`src/rtl/imem_loader.sv`:
```
// imem_loader: assembles a length-prefixed big-endian byte stream into 32-bit words for instruction memory.
// Latency: a word is written one cycle after its fourth byte is accepted; done/error is flagged one cycle after that.
// Backpressure: rx_ready is high only while a frame is being received; an rx_valid stall simply pauses the load.
// Optional macro IMEM_LOADER_CHECKSUM_EN adds a trailing XOR checksum byte (CHK state).
module imem_loader #(
  parameter int ADDR_WIDTH = 8
) (
  input  logic                  i_clk,
  input  logic                  i_rst,
  input  logic                  i_start,
  input  logic [7:0]            i_rx_data,
  input  logic                  i_rx_valid,
  output logic                  o_rx_ready,
  output logic                  o_mem_we,
  output logic [ADDR_WIDTH-1:0] o_mem_addr,
  output logic [31:0]           o_mem_wdata,
  output logic                  o_busy,
  output logic                  o_load_done,
  output logic                  o_load_error,
  output logic [ADDR_WIDTH:0]   o_word_count,
  output logic                  o_cpu_hold
);

  localparam int DEPTH = 1 << ADDR_WIDTH;

  typedef enum logic [2:0] {
    S_IDLE,
    S_LEN_HI,
    S_LEN_LO,
    S_DATA,
`ifdef IMEM_LOADER_CHECKSUM_EN
    S_CHK,
`endif
    S_DONE,
    S_ERROR
  } state_t;

  state_t                r_state;
  logic [7:0]            r_len_hi;
  logic [15:0]           r_len;
  logic [1:0]            r_byte_idx;
  logic [23:0]           r_shift;
  logic                  r_fin;
  logic                  r_rx_ready;
  logic                  r_mem_we;
  logic [ADDR_WIDTH-1:0] r_mem_addr;
  logic [31:0]           r_mem_wdata;
  logic                  r_busy;
  logic                  r_load_done;
  logic                  r_load_error;
  logic [ADDR_WIDTH:0]   r_word_count;
  logic                  r_cpu_hold;
`ifdef IMEM_LOADER_CHECKSUM_EN
  logic [7:0]            r_chk;
`endif

  logic        w_xfer;
  logic [15:0] w_len;
  logic        w_len_over;
  logic [15:0] w_next_count;

  // Handshake, candidate length from the low length byte, and the post-write word count.
  assign w_xfer       = i_rx_valid && r_rx_ready;
  assign w_len        = {r_len_hi, i_rx_data};
  assign w_len_over   = 32'(w_len) > DEPTH;
  assign w_next_count = 16'(r_word_count) + 16'd1;

  // Loader FSM; every output is a register updated here.
  always_ff @(posedge i_clk) begin
    if (i_rst) begin
      r_state      <= S_IDLE;
      r_len_hi     <= '0;
      r_len        <= '0;
      r_byte_idx   <= '0;
      r_shift      <= '0;
      r_fin        <= 1'b0;
      r_rx_ready   <= 1'b0;
      r_mem_we     <= 1'b0;
      r_mem_addr   <= '0;
      r_mem_wdata  <= '0;
      r_busy       <= 1'b0;
      r_load_done  <= 1'b0;
      r_load_error <= 1'b0;
      r_word_count <= '0;
      r_cpu_hold   <= 1'b1;
`ifdef IMEM_LOADER_CHECKSUM_EN
      r_chk        <= '0;
`endif
    end else begin
      r_mem_we <= 1'b0;
      case (r_state)
        S_IDLE, S_DONE, S_ERROR: begin
          if (i_start) begin
            r_state      <= S_LEN_HI;
            r_rx_ready   <= 1'b1;
            r_busy       <= 1'b1;
            r_load_done  <= 1'b0;
            r_load_error <= 1'b0;
            r_word_count <= '0;
            r_cpu_hold   <= 1'b1;
            r_byte_idx   <= '0;
            r_fin        <= 1'b0;
`ifdef IMEM_LOADER_CHECKSUM_EN
            r_chk        <= '0;
`endif
          end
        end
        S_LEN_HI: begin
          if (w_xfer) begin
            r_len_hi <= i_rx_data;
            r_state  <= S_LEN_LO;
          end
        end
        S_LEN_LO: begin
          if (w_xfer) begin
            r_len <= w_len;
            if (w_len == 16'd0) begin
`ifdef IMEM_LOADER_CHECKSUM_EN
              r_state <= S_CHK;
`else
              r_state     <= S_DONE;
              r_rx_ready  <= 1'b0;
              r_busy      <= 1'b0;
              r_load_done <= 1'b1;
              r_cpu_hold  <= 1'b0;
`endif
            end else if (w_len_over) begin
              // Oversized program: reject before any write so memory is untouched.
              r_state      <= S_ERROR;
              r_rx_ready   <= 1'b0;
              r_busy       <= 1'b0;
              r_load_error <= 1'b1;
            end else begin
              r_state <= S_DATA;
            end
          end
        end
        S_DATA: begin
          if (r_fin) begin
            // Last word was written on the previous cycle; release the core now.
            r_state     <= S_DONE;
            r_busy      <= 1'b0;
            r_load_done <= 1'b1;
            r_cpu_hold  <= 1'b0;
            r_fin       <= 1'b0;
          end else if (w_xfer) begin
`ifdef IMEM_LOADER_CHECKSUM_EN
            r_chk <= r_chk ^ i_rx_data;
`endif
            if (r_byte_idx == 2'd3) begin
              r_mem_we     <= 1'b1;
              r_mem_addr   <= r_word_count[ADDR_WIDTH-1:0];
              r_mem_wdata  <= {r_shift, i_rx_data};
              r_word_count <= r_word_count + 1'b1;
              r_byte_idx   <= '0;
              if (w_next_count == r_len) begin
`ifdef IMEM_LOADER_CHECKSUM_EN
                r_state <= S_CHK;
`else
                r_rx_ready <= 1'b0;
                r_fin      <= 1'b1;
`endif
              end
            end else begin
              r_shift    <= {r_shift[15:0], i_rx_data};
              r_byte_idx <= r_byte_idx + 2'd1;
            end
          end
        end
`ifdef IMEM_LOADER_CHECKSUM_EN
        S_CHK: begin
          if (w_xfer) begin
            r_rx_ready <= 1'b0;
            r_busy     <= 1'b0;
            if (i_rx_data == r_chk) begin
              r_state     <= S_DONE;
              r_load_done <= 1'b1;
              r_cpu_hold  <= 1'b0;
            end else begin
              // Written words stay in memory, but the core is kept in reset.
              r_state      <= S_ERROR;
              r_load_error <= 1'b1;
            end
          end
        end
`endif
        default: begin
          r_state    <= S_IDLE;
          r_rx_ready <= 1'b0;
          r_busy     <= 1'b0;
        end
      endcase
    end
  end

  assign o_rx_ready   = r_rx_ready;
  assign o_mem_we     = r_mem_we;
  assign o_mem_addr   = r_mem_addr;
  assign o_mem_wdata  = r_mem_wdata;
  assign o_busy       = r_busy;
  assign o_load_done  = r_load_done;
  assign o_load_error = r_load_error;
  assign o_word_count = r_word_count;
  assign o_cpu_hold   = r_cpu_hold;

endmodule

```
`config.mk`:
```
export PLATFORM = sky130hd
export DESIGN_NAME = imem_loader
export DESIGN_NICKNAME = d
export VERILOG_FILES = /design/src/rtl/imem_loader.sv
export SDC_FILE = /design/constraint.sdc
export NUM_CORES = 1
export LEC_CHECK = 0
export BUFFER_PORTS_ARGS = -buffer_cell sky130_fd_sc_hd__buf_2
export CORE_MARGIN = 2
export CORE_UTILIZATION = 49
export CTS_CLUSTER_SIZE = 25
export DETAILED_ROUTE_END_ITERATION = 8
export PLACE_DENSITY_LB_ADDON = 0.1
export SLEW_MARGIN = 20
export SYNTH_ARGS = -nofsm -noshare
export SYNTH_HDL_FRONTEND = slang
export SYNTH_SLANG_ARGS = --single-unit
export TNS_END_PERCENT = 5
```
`constraint.sdc`:
```
create_clock -name i_clk -period 3.9 [get_ports i_clk]
set_input_delay 0.195 -clock i_clk [delete_from_list [all_inputs] [get_ports i_clk]]
set_output_delay 0.195 -clock i_clk [all_outputs]
set_load 0.01 [all_outputs]
```
==> flow_summary.toml <==
[status]
status = "completed"

[detailed_routing]
drc_errors = 0
drtAntennaViolNets = 0
first_iter_violations = 190
vias_per_cell = 5.415
first_pass_iters = 4
vias = 3899
wl_per_cell_um = 14.26
routed_wl_um = 10270

[layout]
multi_input_area_um2 = 2105
seqCellArea_um2 = 2182
fin_cells = 720
nFillCells = 878
area_growth_pct = 11.70
nNetsFinal = 621
drive_gt1_share_pct = 15.69
n_antenna_cell = 0

[synthesis]
synth_area_leader_cell = "dfxtp_1"
synth_warnings = 0
synth_edf_count = 0
ys_seq_area_share_pct = 48.72
synthTopCellsByCount = "nand2_1 (170), dfxtp_1 (109), a21oi_1 (95), clkbuf_1 (31), nor2_1 (31)"
postSynthAreaPerCell_um2 = 7.942
synth_nets = 578
synth.distinct_cells = 48
yosysMostFrequentCell = "nand2_1"
synth_seq_cells = 109
synth_area_um2 = 4479
synthArstFlopShare_pct = 0
synth_area_leaders = "dfxtp_1 (49%), nand2_1 (14%), a21oi_1 (11%), clkbuf_1 (2.6%), nor2_1 (2.6%)"
syn_inst = 564
yosys.area.top_type_share_pct = 48.72
yosys_most_used_dff = "dfxtp_1"

[setup_path]
worstPathArrival_ns = 2.91
start_kind = "flop"
end_kind = "flop"
crit_type = "reg2reg"
required_ns = 4.22
crit_path_max_fanout = 47

[run]
maxCapViolations = 0

[global_routing]
use_met1_pct = 30.29
track_usage_pct = 21.09
grt_pass1_vias = 3580
use_met2_pct = 33.47
use_met3_pct = 3.935
grt-ovfl-total = 0
antenna_found_initial = 0
grt_pass1_wl_um = 17130
top_usage_layer = "met2"
grt_max_degree = 64

[clock_network]
postCtsSetupBuffers = 0
tritoncts.num_buffers = 9
ctsHoldBuffers = 0
tritoncts = "yes"
clockBufferDepth = 2
clk_pin_slew_ns = 0.12
clock-root-buffer = "clkbuf_8"
cts_resized = 0
clock-sinks = 109
clock_latency_ns = 0.37
h-tree-depth = 3

[sta]
setup_tns_ns = 0
hold_viol = 0
worstMarginPinSlew_ns = 0.8977
max_freq_mhz = 385.3
fin_crit_ns = 2.596
fin_crit_sh_pct = 66.55
finClkSkew_ns = 0.01997
fin_hold_ws_ns = 0.09875
slew_violations = 0
slew_headroom_pct = 40.15
worst_slack_ns = 1.304
rsz0062_at_grt = "no"
finalSetupViolCount = 0

[floorplanning]
io_pins = 67
die_area_um2 = 9922
die_h_um = 99.61
coreArea_um2 = 8806
die_w_um = 99.61
rows = 34
start_util_pct = 50.87

[placed_design]
place.port_buffers = 66
place_ws_ns = 1.338
hpwl_um = 6828
dp.cells = 704
gp_congestion = 0.7999

[power]
cellLeakagePower_nw = 1.840
p_per_area_nw_per_um2 = 422.8
power.total_mw = 2.116
max-vdd-ir-drop_mv = 0.2515

[hold_path]
hold_class = "in2reg"
state kept, by name, indices dropped and copies added (netlist names):
| register | cells |
|---|---|
| o_rx_ready | 1 |
| o_mem_wdata | 32 |
| r_len | 16 |
| o_cpu_hold | 1 |
| r_fin | 1 |
| r_shift | 24 |
| o_load_done | 1 |
| r_byte_idx | 2 |
| o_busy | 1 |
| r_state | 3 |
| o_load_error | 1 |
| o_mem_addr | 8 |
| o_mem_we | 1 |
| r_len_hi | 8 |
| o_word_count | 9 |
cell families (layout without fill, tap and decap cells):
kind of cell               count (synthesis)  in the layout  synth area share, %
xor gates and xnor gates                   8              8                1.564
buffers and inverters                     43             91                4.497
AOI/OAI and AO/OA                        130            130                16.76
and+or+nand+nor                          263            263                25.89
muxes                                      9              9                2.011
DFF                                      109            109                48.72
adders and majority gates                  2              2               0.5586
per-layer routing:
metal / wire, um / vias to the layer above
met4: 71 / 0
met5: 0 / -
met2: 4675 / 77
met1: 5190 / 1816
li1: - / 1999
met3: 329 / 7
per-stage QoR:
stage | cell area, um2 | utilization (%)
after floorplan | 4479 | -
after global placement | 4803 | 54.55
after detailed placement | 4803 | 54.55
after CTS | 5004 | 56.82
after global routing | 5004 | 56.82
final | 5004 | 56.82
cells in the final DEF (no fill, tap or decap), drive strengths merged, types with 6 or more instances in the layout:
cell type and instances:
nand3 7, nand2 170, nor3 10, o21ai 6, nor2 31, nand2b 8
buf 70, clkbuf 10, mux2i 9, a21oi 95, inv 9, dfxtp 109
worst paths after layout:
kind                                                from                            to  slack [ns]  cells after the start
worst max register to register   r_state[0]$_SDFFE_PP0P_  o_word_count[6]$_SDFFE_PP0P_        1.30                      4
worst max-delay path             r_state[0]$_SDFFE_PP0P_  o_word_count[6]$_SDFFE_PP0P_        1.30                      4
worst min-delay path                        i_rx_data[5]   o_mem_wdata[5]$_SDFFE_PP0P_         0.1                      3
worst min register to register  r_shift[22]$_SDFFE_PP0P_  o_mem_wdata[30]$_SDFFE_PP0P_        0.45                      2
layout make-up:
class	count	area share (%)
timing repair buffer	70	7.252
multi-input combinational	412	42.06
sequential	109	43.61
tap	108	2.701
clock buffer	10	2.751
inverter	5	0.3751
clock inverter	6	1.250
power breakdown:
group / switching [mW] / total [mW] / internal, mW
combinational: 0.152 / 0.247 / 0.0950
sequential: 0.0417 / 1.18 / 1.14
clock: 0.421 / 0.690 / 0.269
critical path: stages (launching register included):
cell	delay, ns
dfxtp_1	0.60
nand3b_1	0.42
or2_2	0.77
or4_1	0.62
a21oi_1	0.14
No activity file was read; power rests on OpenSTA's default activity.
